## config.mk

```make
export PLATFORM = sky130hd
export DESIGN_NAME = bcd_to_binary_converter_flat
export DESIGN_NICKNAME = d
export VERILOG_FILES = /design/src/rtl/bcd_to_binary_converter_pkg.sv /design/src/rtl/bcd_to_binary_converter_if.sv /design/src/rtl/bcd_to_binary_converter_nibble_adjust.sv /design/src/rtl/bcd_to_binary_converter.sv /design/src/flat_wrapper.sv
export SDC_FILE = /design/constraint.sdc
export NUM_CORES = 1
export LEC_CHECK = 0
export BUFFER_PORTS_ARGS = -buffer_cell sky130_fd_sc_hd__buf_4
export CORE_ASPECT_RATIO = 0.9
export CORE_UTILIZATION = 45
export DETAILED_ROUTE_END_ITERATION = 12
export GPL_TIMING_DRIVEN = 0
export PLACE_DENSITY = 0.66
export REMOVE_ABC_BUFFERS = 1
export SYNTH_ARGS = -nofsm -noshare
export SYNTH_HDL_FRONTEND = slang
export SYNTH_SLANG_ARGS = --single-unit
```

## constraint.sdc

```tcl
create_clock -name clk -period 2.7 [get_ports clk]
set_input_delay 0.54 -clock clk [delete_from_list [all_inputs] [get_ports clk]]
set_output_delay 0.54 -clock clk [all_outputs]
set_load 0.01 [all_outputs]
```

## src/rtl/bcd_to_binary_converter_pkg.sv

```systemverilog
// Shared constants and state encoding for the BCD-to-binary converter.
// Optional build macro: RANGE_CHECK_EN (rejects non-decimal digits at acceptance).
package bcd_pkg;

    localparam int DEF_DIGITS = 3;
    localparam int DEF_BIN_W  = 10;

    typedef enum logic [1:0] {
        ST_IDLE  = 2'd0,
        ST_SHIFT = 2'd1,
        ST_DONE  = 2'd2
    } state_e;

    // Reverse double-dabble nibble correction constants
    localparam logic [3:0] NIB_THRESH = 4'd8;
    localparam logic [3:0] NIB_CORR   = 4'd3;
    localparam logic [3:0] NIB_MAX    = 4'd9;

endpackage

```

## src/rtl/bcd_to_binary_converter_if.sv

```systemverilog
// Handshake bundle between a producer of packed BCD values and the converter.
// The converter uses the slave modport; the feeding/consuming side uses master.
interface bcd_to_binary_converter_if
    import bcd_pkg::*;
#(
    parameter int DIGITS = DEF_DIGITS,
    parameter int BIN_W  = DEF_BIN_W
);
    logic                  in_valid;
    logic                  in_ready;
    logic [4*DIGITS-1:0]   bcd_in;
    logic                  out_valid;
    logic                  out_ready;
    logic [BIN_W-1:0]      bin_out;
    logic                  out_err;
    logic                  busy;

    modport master (
        output in_valid, bcd_in, out_ready,
        input  in_ready, out_valid, bin_out, out_err, busy
    );

    modport slave (
        input  in_valid, bcd_in, out_ready,
        output in_ready, out_valid, bin_out, out_err, busy
    );

endinterface

```

## src/rtl/bcd_to_binary_converter_nibble_adjust.sv

```systemverilog
// One BCD nibble correction step of the reverse double-dabble:
// a nibble that reads 8 or more after the right shift gets 3 removed.
module bcd_nibble_adjust
    import bcd_pkg::*;
(
    input  logic [3:0] nib_i,
    output logic [3:0] nib_o
);

    // Correction only fires at >= 8, so the subtraction can never wrap
    assign nib_o = (nib_i >= NIB_THRESH) ? (nib_i - NIB_CORR) : nib_i;

endmodule

```

## src/rtl/bcd_to_binary_converter.sv

```systemverilog
// Sequential packed-BCD to binary converter (reverse double-dabble, one bit per
// clock). Result is ready BIN_W cycles after acceptance and held until taken.
// Optional build macro: RANGE_CHECK_EN -- digits above 9 short-circuit to an
// error result (bin_out=0, out_err=1) one cycle after acceptance.
module bcd_to_binary_converter
    import bcd_pkg::*;
#(
    parameter int DIGITS = DEF_DIGITS,
    parameter int BIN_W  = DEF_BIN_W
)(
    input  logic                          clk,
    input  logic                          reset,
    bcd_to_binary_converter_if.slave      bus
);

    localparam int BCD_W  = 4 * DIGITS;
    localparam int WORK_W = BCD_W + BIN_W;
    localparam int CNT_W  = (BIN_W > 1) ? $clog2(BIN_W + 1) : 1;
    localparam logic [CNT_W-1:0] LAST_STEP = CNT_W'(BIN_W - 1);

    state_e              state_q, state_d;
    logic [WORK_W-1:0]   work_q, work_d;
    logic [CNT_W-1:0]    cnt_q, cnt_d;
    logic [BIN_W-1:0]    bin_q, bin_d;

    logic [WORK_W-1:0]   shifted;
    logic [BCD_W-1:0]    adj_bcd;
    logic [WORK_W-1:0]   stepped;

    // Shift the whole {bcd, bin} register; bcd bits migrate into the binary field
    assign shifted = work_q >> 1;

    for (genvar g = 0; g < DIGITS; g++) begin : g_adj
        bcd_nibble_adjust u_adj (
            .nib_i (shifted[BIN_W + 4*g +: 4]),
            .nib_o (adj_bcd[4*g +: 4])
        );
    end

    assign stepped = {adj_bcd, shifted[BIN_W-1:0]};

`ifdef RANGE_CHECK_EN
    logic err_q, err_d;
    logic bad_digit;

    // Flag any input nibble that is not a decimal digit
    always_comb begin
        bad_digit = 1'b0;
        for (int i = 0; i < DIGITS; i++) begin
            if (bus.bcd_in[4*i +: 4] > NIB_MAX) begin
                bad_digit = 1'b1;
            end
        end
    end
`endif

    // Next-state, work register, counter and result selection
    always_comb begin
        state_d = state_q;
        work_d  = work_q;
        cnt_d   = cnt_q;
        bin_d   = bin_q;
`ifdef RANGE_CHECK_EN
        err_d   = err_q;
`endif
        case (state_q)
            ST_IDLE: begin
                if (bus.in_valid) begin
                    work_d  = {bus.bcd_in, {BIN_W{1'b0}}};
                    cnt_d   = '0;
                    state_d = ST_SHIFT;
`ifdef RANGE_CHECK_EN
                    err_d   = bad_digit;
                    if (bad_digit) begin
                        bin_d   = '0;
                        state_d = ST_DONE;
                    end
`endif
                end
            end
            ST_SHIFT: begin
                work_d = stepped;
                cnt_d  = cnt_q + 1'b1;
                if (cnt_q == LAST_STEP) begin
                    bin_d   = stepped[BIN_W-1:0];
                    state_d = ST_DONE;
                end
            end
            ST_DONE: begin
                // Result held until the consumer takes it; no accept this edge
                if (bus.out_ready) begin
                    state_d = ST_IDLE;
                end
            end
            default: begin
                state_d = ST_IDLE;
            end
        endcase
    end

    // State and datapath registers with synchronous reset
    always_ff @(posedge clk) begin
        if (reset) begin
            state_q <= ST_IDLE;
            work_q  <= '0;
            cnt_q   <= '0;
            bin_q   <= '0;
`ifdef RANGE_CHECK_EN
            err_q   <= 1'b0;
`endif
        end else begin
            state_q <= state_d;
            work_q  <= work_d;
            cnt_q   <= cnt_d;
            bin_q   <= bin_d;
`ifdef RANGE_CHECK_EN
            err_q   <= err_d;
`endif
        end
    end

    assign bus.in_ready  = (state_q == ST_IDLE);
    assign bus.busy      = (state_q == ST_SHIFT);
    assign bus.out_valid = (state_q == ST_DONE);
    assign bus.bin_out   = bin_q;
`ifdef RANGE_CHECK_EN
    assign bus.out_err   = err_q;
`else
    assign bus.out_err   = 1'b0;
`endif

endmodule
```

## src/flat_wrapper.sv

```systemverilog
// flat-port wrapper written by rule: the top's interface ports become plain ports
module bcd_to_binary_converter_flat import bcd_pkg::*;
#(
    parameter int DIGITS = DEF_DIGITS,
    parameter int BIN_W  = DEF_BIN_W
)
  (clk, reset, bus_in_valid, bus_bcd_in, bus_out_ready, bus_in_ready, bus_out_valid, bus_bin_out, bus_out_err, bus_busy);
  bcd_to_binary_converter_if #(.DIGITS(DIGITS), .BIN_W(BIN_W)) bus_i ();
  input  logic clk;
  input  logic reset;
  input wire logic [$bits(bus_i.in_valid)-1:0] bus_in_valid;
  input wire logic [$bits(bus_i.bcd_in)-1:0] bus_bcd_in;
  input wire logic [$bits(bus_i.out_ready)-1:0] bus_out_ready;
  output wire logic [$bits(bus_i.in_ready)-1:0] bus_in_ready;
  output wire logic [$bits(bus_i.out_valid)-1:0] bus_out_valid;
  output wire logic [$bits(bus_i.bin_out)-1:0] bus_bin_out;
  output wire logic [$bits(bus_i.out_err)-1:0] bus_out_err;
  output wire logic [$bits(bus_i.busy)-1:0] bus_busy;
  assign bus_i.in_valid = bus_in_valid;
  assign bus_i.bcd_in = bus_bcd_in;
  assign bus_i.out_ready = bus_out_ready;
  assign bus_in_ready = bus_i.in_ready;
  assign bus_out_valid = bus_i.out_valid;
  assign bus_bin_out = bus_i.bin_out;
  assign bus_out_err = bus_i.out_err;
  assign bus_busy = bus_i.busy;
  bcd_to_binary_converter #(.DIGITS(DIGITS), .BIN_W(BIN_W)) u_core (.clk(clk), .reset(reset), .bus(bus_i));
endmodule
```

==> out/summary.txt, run 1 <==
fraction of layout cells with a size suffix above 1: 19.6%
Synth Flop Type: dfxtp_1
Final Total Pwr: 0.00119 W
Switching Fraction: 25.1%
Row Count: 20
Tightest Pin Transition: 0.643 ns
clk slew on worst S/H paths: 0.07 ns
1st-iter DRT viols: 62
met1 wire length: 1660 um
Post-Synthesis Cells: 196
Syn Area/Cell: 8.76 um^2
share of Yosys cell area claimed by the top area cell type: 43.1%
maximum root-to-sink buffer count: 2
CTS sink cnt: 37
VDD IR max: 0.299 mV
vias in the first global route: 1321
worst skew pair latency: 0.30 ns
number of routed nets with antenna violations: 0
Required @ worst endpoint: 2.16 ns
setup TNS: 0 ns
grt ovf: 0
Post-CTS Hold Buffers: 0
Crit Path Class: reg -> out
Synth area leader: dfxtp_1
skew final: 0.00841 ns
Logic pwr share: 11.2%
critical path fanouts, max: 22
CTS tree: yes
Layout area overhead: 16.7%
endpoints failing hold: 0
Flop pwr share: 49.6%
Pins Over Slew Limit: 0
Post-synth EDFFs: 0
Distinct cells, synth: 39
WL met3: 162 um
post_cts resized: 0
highest clock rate: 439 MHz
RSZ-0062 raised after global routing: no
# setup viols final: 0
full die area: 0.00407 mm^2
leakage: 0.791 nW
Async S/R FF share, synth: 0%
DR WL met2: 1600 um
crit path launch type: register
Int Power: 0.000893 W
first-pass GRT wire length: 5930 um
status: complete, no violations
worst slack, placed: 0.767 ns
RePlAce Congestion: 0.783
register area share after synthesis: 43.1%
Post-Route WL: 3500 um
most area-consuming cells after synthesis: dfxtp_1, nor2_1, mux2i_1, a22oi_1, a21oi_1
Hold WC Path Type: reg -> reg
non-filler cells, final: 263
post-DP HPWL: 2230 um
Final #Nets: 241
initial antenna violation count: 0
Tot GR Track Use: 20.1%
P_sw: 0.000300 W
postcts setup bufs: 0
Root Driver: clkbuf_8
Max Cap Violations: 0
die width: 67.1 um
nature of the critical path endpoint: primary output
synthesized cell area: 0.00172 mm^2
chip height: 60.6 um
H-tree Lvls: 2
minimum clock period: 2.28 ns
largest net degree at the start of global routing: 38
core area: 0.00350 mm^2
final period utilization: 84.3%
clock group share of total power: 39.2%
Cell Pwr Density: 596 mW/mm^2
Top Layer Used: met4
wire length per cell: 13.3 um
flops & latches, synth: 37
Synth warnings: 0
min setup slack post-route: 0.423 ns
drt via density: 5.33
DRC errors left: 0
Vias: 1401
Rel. slew slack: 57.1%
TritonCTS buffer count: 5
IO Pins: 30
antenna cells: 0
placed insts: 256
CP Data Arrival Time: 1.74 ns
Detailed Routing Iterations Pass 1: 4
IO buf count: 28
Starting Density: 49.0%
==> worst paths after layout <==
check / slack [ns] / cells past startpoint / end / start
max: 0.42 / 3 / bus_busy / u_core.state_q[0]$_SDFFE_PP0P_
min: 0.49 / 2 / u_core.cnt_q[3]$_SDFFE_PP0P_ / u_core.cnt_q[3]$_SDFFE_PP0P_
min reg2reg: 0.49 / 2 / u_core.cnt_q[3]$_SDFFE_PP0P_ / u_core.cnt_q[3]$_SDFFE_PP0P_
max reg2reg: 0.86 / 5 / u_core.cnt_q[3]$_SDFFE_PP0P_ / u_core.state_q[0]$_SDFFE_PP0P_
==> synthesized netlist by cell type (all sizes together), types with 2 or more instances <==
master  instances
a22oi          11
nand3           3
xnor2           2
nor3            5
o211ai          4
nand2           7
nor2           45
mux2i          10
nor2b           5
nand3b          3
or2             3
a221oi          2
nand2b          5
a31oi           2
dfxtp          37
a21oi          16
buf             9
clkbuf          3
xor2            2
inv             8
ha              6
==> cells in the final DEF (no fill, tap or decap), types with 2 or more instances in the layout <==
cell type	instances
dfxtp_1	37
nor2_1	44
nor3_1	5
nand2_1	7
nand2b_1	4
a31oi_1	2
a21oi_1	15
clkbuf_8	5
a221oi_1	2
xor2_1	2
o211ai_1	3
or2_0	2
a22oi_1	11
nor2b_1	5
mux2i_1	10
ha_1	6
nand3_1	2
buf_4	28
nand3b_1	3
xnor2_1	2
inv_1	7
==> flip-flops by register name (all words and copies together) (netlist names) <==
signal and cells:
u_core.work_q 21, u_core.state_q 2, u_core.cnt_q 4, u_core.bus.bin_out 10
==> through the flow <==
step	instance area (um^2)	utilization [%]	hold WS, ns
floorplan	1630	-	0.446
global placement	1900	54.2	0.466
detailed placement	1900	54.2	0.476
CTS	2000	57.2	0.486
global route	2000	57.2	0.523
finish	2000	57.2	0.486
==> critical path, cell delays in order (launching register included) <==
cell      delay (ns)
dfxtp_1         0.73
nand2b_4        0.16
inv_2           0.35
buf_4           0.20
==> layout make-up <==
class / instances / area (um^2)
clock buffers: 5 / 68.8
repair buffers: 28 / 210
well taps: 44 / 55.1
inverters: 8 / 30.0
multi-input cells: 139 / 863
flip-flops and latches: 37 / 741
fillers: 316 / 1500
clock inverters: 2 / 35.0
==> per-layer routing <==
| layer | GRT usage (%) | vias to the layer above |
|---|---|---|
| li1 | - | 707 |
| met4 | 10.9 | 0 |
| met2 | 34.4 | 29 |
| met5 | 0 | - |
| met3 | 5.08 | 7 |
| met1 | 23.2 | 658 |
==> kinds of logic after synthesis <==
family / share of synthesized area [%]
buffers and inverters: 6.56
flip-flops: 43.1
multiplexers: 5.83
other: 0.218
AND/OR/NAND/NOR: 22.6
adder cells (fa/ha/maj): 4.37
AO/OA/AOI/OAI: 15.2
XOR/XNOR: 2.04
==> power by group through the flow <==
stage | clock network (W) | logic [W] | registers (W)
2_1_floorplan | 0 | 0.0000852 | 0.000598
3_3_place_gp | 0 | 0.000131 | 0.000603
3_5_place_dp | 0 | 0.000134 | 0.000604
4_1_cts | 0.000476 | 0.000135 | 0.000591
5_1_grt | 0.000494 | 0.000152 | 0.000596
6_report | 0.000467 | 0.000134 | 0.000592
Note: power is estimated with default switching activity, not from simulation.
==> run 2: changes to the inputs <==
==> constraint.sdc (replaced) <==
create_clock -name clk -period 2.25 [get_ports clk]
set_input_delay 0.45 -clock clk [delete_from_list [all_inputs] [get_ports clk]]
set_output_delay 0.45 -clock clk [all_outputs]
set_load 0.01 [all_outputs]
==> run 2 against run 1 <==
  * Power up 20%
  * Flip-flop and latch count unchanged
  * Hold slack worse by 0.052 ns
  * Register-to-register slack worse by 0.29 ns
  * Critical path depth unchanged
  * Combinational power up 19%
  * Clock skew about the same
  * Final cell count unchanged
  * Setup slack worse by 0.27 ns
  * Sequential share of layout area about the same
  * Die area unchanged
  * Via count down 0.50%
==> out/summary.txt, run 2 (synthesis gave the netlist of run 1 again) <==
status: complete, no violations
IO buf count: 28 (unchanged)
Cell Pwr Density: 715 mW/mm^2 (+20%)
Flop pwr share: 49.6% (about the same)
1st-iter DRT viols: 63 (+1.6%)
RSZ-0062 raised after global routing: no
Final #Nets: 241 (unchanged)
# setup viols final: 0 (unchanged)
Root Driver: clkbuf_8
clk slew on worst S/H paths: 0.07 ns (about the same)
nature of the critical path endpoint: primary output
worst slack, placed: 0.407 ns (-0.360 ns)
FF-to-FF path depth: 5 (unchanged)
highest clock rate: 476 MHz
Row Count: 20 (unchanged)
RePlAce Congestion: 0.783 (unchanged)
fraction of layout cells with a size suffix above 1: 20.1% (+0.46 points)
Final Cell Area: 0.00200 mm^2 (about the same)
CTS sink cnt: 37 (unchanged)
crit path launch type: register
launching point of the worst reg2reg path: u_core.state_q[1]$_SDFFE_PP0P_
Crit. Startpoint: u_core.state_q[1]$_SDFFE_PP0P_
Vias: 1394 (-0.50%)
largest net degree at the start of global routing: 38 (unchanged)
maximum root-to-sink buffer count: 2 (unchanged)
Register-to-Register Setup Slack: 0.57 ns (-0.29 ns)
Tightest Pin Transition: 0.561 ns (-0.0817 ns)
Post-Route WL: 3510 um (+0.34%)
minimum clock period: 2.10 ns
Hold Crit Start: bus_bcd_in[11]
first-pass GRT wire length: 5930 um (unchanged)
Crit Path Class: reg -> out
CP Data Arrival Time: 1.65 ns (-0.09 ns)
initial antenna violation count: 0 (unchanged)
Reg2Reg Capture Point: u_core.cnt_q[3]$_SDFFE_PP0P_
DRC errors left: 0 (unchanged)
P_sw: 0.000360 W (+20%)
worst skew pair latency: 0.30 ns (about the same)
Logic pwr share: 11.2% (about the same)
Starting Density: 49.0% (unchanged)
number of routed nets with antenna violations: 0 (unchanged)
commonest non-fill, non-tap cell in the layout: nor2_1
die width: 67.1 um (unchanged)
most frequent cells in the layout: nor2_1, dfxtp_1, buf_4
chip height: 60.6 um (unchanged)
post-DP HPWL: 2230 um (unchanged)
skew final: 0.00810 ns (-0.000317 ns)
Hold WC Path Type: in -> reg
IO Pins: 30 (unchanged)
area occupied by multi-input gates: 863 um^2 (unchanged)
clock group share of total power: 39.2% (about the same)
Detailed Routing Iterations Pass 1: 4 (unchanged)
Pins Over Slew Limit: 0 (unchanged)
critical path fanouts, max: 22 (unchanged)
area post-placement: 0.00190 mm^2 (unchanged)
antenna cells: 0 (unchanged)
CTS tree: yes
Sequential Area: 742 um^2 (+0.17%)
Hold Path Stages: 3 (+1)
TritonCTS buffer count: 5 (unchanged)
core area: 0.00350 mm^2 (unchanged)
final period utilization: 93.3%
endpoints failing hold: 0 (unchanged)
max reg flops: 21 (unchanged)
leakage: 0.791 nW (about the same)
Layout area overhead: 16.8% (about the same)
VDD IR max: 0.359 mV (+20%)
Rel. slew slack: 62.5% (+5.5 points)
Int Power: 0.00107 W (+20%)
grt ovf: 0 (unchanged)
Required @ worst endpoint: 1.80 ns (-0.36 ns)
min setup slack post-route: 0.150 ns (-0.273 ns)
wire length per cell: 13.3 um (+0.34%)
Switching Fraction: 25.2% (+0.039 points)
full die area: 0.00407 mm^2 (unchanged)
drt via density: 5.30 (-0.50%)
setup TNS: 0 ns (unchanged)
vias in the first global route: 1321 (unchanged)
worst hold endpoint: u_core.work_q[21]$_SDFFE_PP0P_
Largest Register: u_core.work_q
final core occ: 57.2% (about the same)
Max Cap Violations: 0 (unchanged)
Tot GR Track Use: 20.1% (unchanged)
Fill cells: 315 (-0.32%)
postcts setup bufs: 0 (unchanged)
H-tree Lvls: 2 (unchanged)
run 2: cell counts in the layout (fill, tap and decap cells not counted):
No cell type changed its count.
run 2: stage by stage:
stage / power, W / cells / hold WS (ns)
2_1_floorplan: 0.000819 / 184 / 0.446
3_3_place_gp: 0.000880 / 256 / 0.466
3_5_place_dp: 0.000886 / 256 / 0.476
4_1_cts: 0.00144 / 263 / 0.428
5_1_grt: 0.00149 / 263 / 0.436
6_report: 0.00143 / 263 / 0.434
run 2: cell type report:
cell class,instances,share of cell area [%]
sequential,37,37.0
clock buffer,5,3.43
clock inverter,2,1.75
inverter,8,1.50
timing repair buffer,28,10.5
multi-input combinational,139,43.1
tap,44,2.75
run 2: critical path, stage by stage (launching register included):
cell	delay [ns]
dfxtp_1	0.68
nand2b_4	0.29
inv_2	0.18
buf_4	0.20
run 2: power by group through the flow:
stage	registers [W]	clock network [W]	logic (W)
final	0.000711	0.000562	0.000160
after global routing	0.000715	0.000593	0.000182
after CTS	0.000710	0.000572	0.000162
after detailed placement	0.000725	0	0.000161
after global placement	0.000723	0	0.000157
after floorplan	0.000717	0	0.000102
run 2: how the worst max path moves through the flow:
stage,endpoint,slack [ns]
finish,bus_busy,0.15
global route,bus_busy,0.008
CTS,bus_busy,0.08
detailed placement,bus_busy,0.41
global placement,bus_busy,0.42
floorplan,u_core.cnt_q[3]$_SDFFE_PP0P_,0.77
run 2: timing repair:
item                       CTS  global route
setup endpoints to repair    0             1
gates resized for setup      0             1
hold buffers                 0             0
run 2: metal layers:
metal	GRT usage (%)	wire length [um]
met1	23.2	1670
met2	34.4	1600
met3	5.08	161
met4	10.9	76
met5	0	0
==> run 3: changes to the inputs <==
--- a/config.mk
+++ b/config.mk
@@ -11,6 +11,7 @@
 export DETAILED_ROUTE_END_ITERATION = 12
 export GPL_TIMING_DRIVEN = 0
 export PLACE_DENSITY = 0.66
+export RECOVER_POWER = 50
 export REMOVE_ABC_BUFFERS = 1
 export SYNTH_ARGS = -nofsm -noshare
 export SYNTH_HDL_FRONTEND = slang
==> run 3 against run 2 <==
  * Critical path depth did not move
  * Maximum frequency up 0.62%
  * Core utilization down 1.2 points
==> out/summary.txt, run 3 (synthesis gave the netlist of run 1 again) <==
area occupied by multi-input gates: 858 um^2 (-0.58%)
VDD IR max: 0.360 mV (+0.36%)
Final Cell Area: 0.00196 mm^2 (-2.1%)
area post-placement: 0.00190 mm^2 (unchanged)
Starting Density: 49.0% (unchanged)
Sequential Area: 742 um^2 (unchanged)
Tightest Pin Transition: 0.744 ns (+0.183 ns)
grt ovf: 0 (unchanged)
most frequent cells in the layout: nor2_1, dfxtp_1, buf_4
Flop pwr share: 49.7% (about the same)
RePlAce Congestion: 0.783 (unchanged)
commonest non-fill, non-tap cell in the layout: nor2_1
antenna cells: 0 (unchanged)
number of routed nets with antenna violations: 0 (unchanged)
critical path fanouts, max: 22 (unchanged)
Layout area overhead: 14.3%
full die area: 0.00407 mm^2 (unchanged)
post_cts resized: 0 (unchanged)
status: complete, no violations
Largest Register: u_core.work_q
crit path launch type: register
IO buf count: 28 (unchanged)
Hold Path Stages: 3 (unchanged)
CTS sink cnt: 37 (unchanged)
post-DP HPWL: 2230 um (unchanged)
DRC errors left: 0 (unchanged)
final period utilization: 92.8% (-0.57 points)
IO Pins: 30 (unchanged)
setup TNS: 0 ns (unchanged)
Vias: 1397 (+0.22%)
Max Cap Violations: 0 (unchanged)
Post-CTS Hold Buffers: 0 (unchanged)
Required @ worst endpoint: 1.80 ns (about the same)
Fill cells: 325 (+3.2%)
P_sw: 0.000357 W (-0.80%)
leakage: 0.748 nW (-5.4%)
Final #Nets: 241 (unchanged)
clock group share of total power: 39.1% (about the same)
1st-iter DRT viols: 60 (-4.8%)
final core occ: 56.0% (-1.2 points)
min setup slack post-route: 0.163 ns (+0.0129 ns)
largest net degree at the start of global routing: 38 (unchanged)
endpoints failing hold: 0 (unchanged)
drt via density: 5.31 (+0.22%)
Hold WC Path Type: in -> reg
clk slew on worst S/H paths: 0.07 ns (about the same)
Switching Fraction: 25.0% (-0.15 points)
nature of the critical path endpoint: primary output
Logic pwr share: 11.2% (about the same)
TritonCTS buffer count: 5 (unchanged)
vias in the first global route: 1321 (unchanged)
Crit Path Class: reg -> out
Pins Over Slew Limit: 0 (unchanged)
Int Power: 0.00107 W (about the same)
postcts setup bufs: 0 (unchanged)
Tot GR Track Use: 20.1% (unchanged)
Detailed Routing Iterations Pass 1: 4 (unchanged)
skew final: 0.00784 ns (-0.000255 ns)
worst slack, placed: 0.407 ns (unchanged)
CTS tree: yes
RSZ-0062 raised after global routing: no
Row Count: 20 (unchanged)
worst skew pair latency: 0.29 ns (about the same)
FF-to-FF path depth: 4 (-1)
first-pass GRT wire length: 5930 um (unchanged)
fraction of layout cells with a size suffix above 1: 15.5% (-4.6 points)
Rel. slew slack: 50.3% (-12 points)
hold_ws: 0.435 ns (+0.00192 ns)
minimum clock period: 2.09 ns (-0.0129 ns)
max reg flops: 21 (unchanged)
initial antenna violation count: 0 (unchanged)
maximum root-to-sink buffer count: 2 (unchanged)
wire length per cell: 13.3 um (-0.40%)
Cell Pwr Density: 729 mW/mm^2 (+2.0%)
chip height: 60.6 um (unchanged)
Post-Route WL: 3490 um (-0.40%)
core area: 0.00350 mm^2 (unchanged)
Root Driver: clkbuf_8
CP Data Arrival Time: 1.64 ns (about the same)
highest clock rate: 479 MHz (+0.62%)
H-tree Lvls: 2 (unchanged)
# setup viols final: 0 (unchanged)
die width: 67.1 um (unchanged)
-- run 3: cell count changes in the layout (fill, tap and decap cells not counted) --
cell      before  now
buf_4         28   18
nor2_2         0    1
nor2_4         1    0
clkbuf_1       0   10
-- run 3: critical path: stages (launching register included) --
cell and delay, ns:
dfxtp_1 0.68, nand2b_4 0.28, inv_2 0.18, buf_4 0.20
-- run 3: path summary, 6_finish.rpt --
| path | from | slack (ns) | end |
|---|---|---|---|
| setup / recovery | u_core.state_q[1]$_SDFFE_PP0P_ | 0.16 | bus_busy |
| hold / removal | bus_bcd_in[11] | 0.44 | u_core.work_q[21]$_SDFFE_PP0P_ |
| setup reg to reg | u_core.state_q[1]$_SDFFE_PP0P_ | 0.45 | u_core.bus.bin_out[5]$_SDFFE_PP0P_ |
| hold reg to reg | u_core.cnt_q[3]$_SDFFE_PP0P_ | 0.49 | u_core.cnt_q[3]$_SDFFE_PP0P_ |
-- run 3: layer usage --
layer	wire length [um]	GRT usage, %	share of wire (%)	vias up
li1	-	-	-	708
met1	1660	23.2	47	659
met2	1630	34.4	47	23
met3	148	5.08	4.2	7
met4	62	10.9	1.8	0
met5	0	0	0	-
-- run 3: cell type report --
type	instances	area share, %
timing repair buffer	28	8.80
sequential	37	37.8
clock buffer	5	3.51
clock inverter	2	1.79
tap	44	2.81
multi-input combinational	139	43.8
inverter	8	1.53
-- run 3: metrics by stage --
| stage | total power, W | instances |
|---|---|---|
| floorplan | 0.000819 | 184 |
| global route | 0.00149 | 263 |
| detailed placement | 0.000886 | 256 |
| global placement | 0.000880 | 256 |
| CTS | 0.00144 | 263 |
| finish | 0.00143 | 263 |
-- run 3: power groups by stage --
stage	sequential [W]	clock (W)	combinational [W]
after floorplan	0.000717	0	0.000102
after global placement	0.000723	0	0.000157
after detailed placement	0.000725	0	0.000161
after CTS	0.000710	0.000572	0.000162
after global routing	0.000715	0.000593	0.000181
final	0.000711	0.000559	0.000160
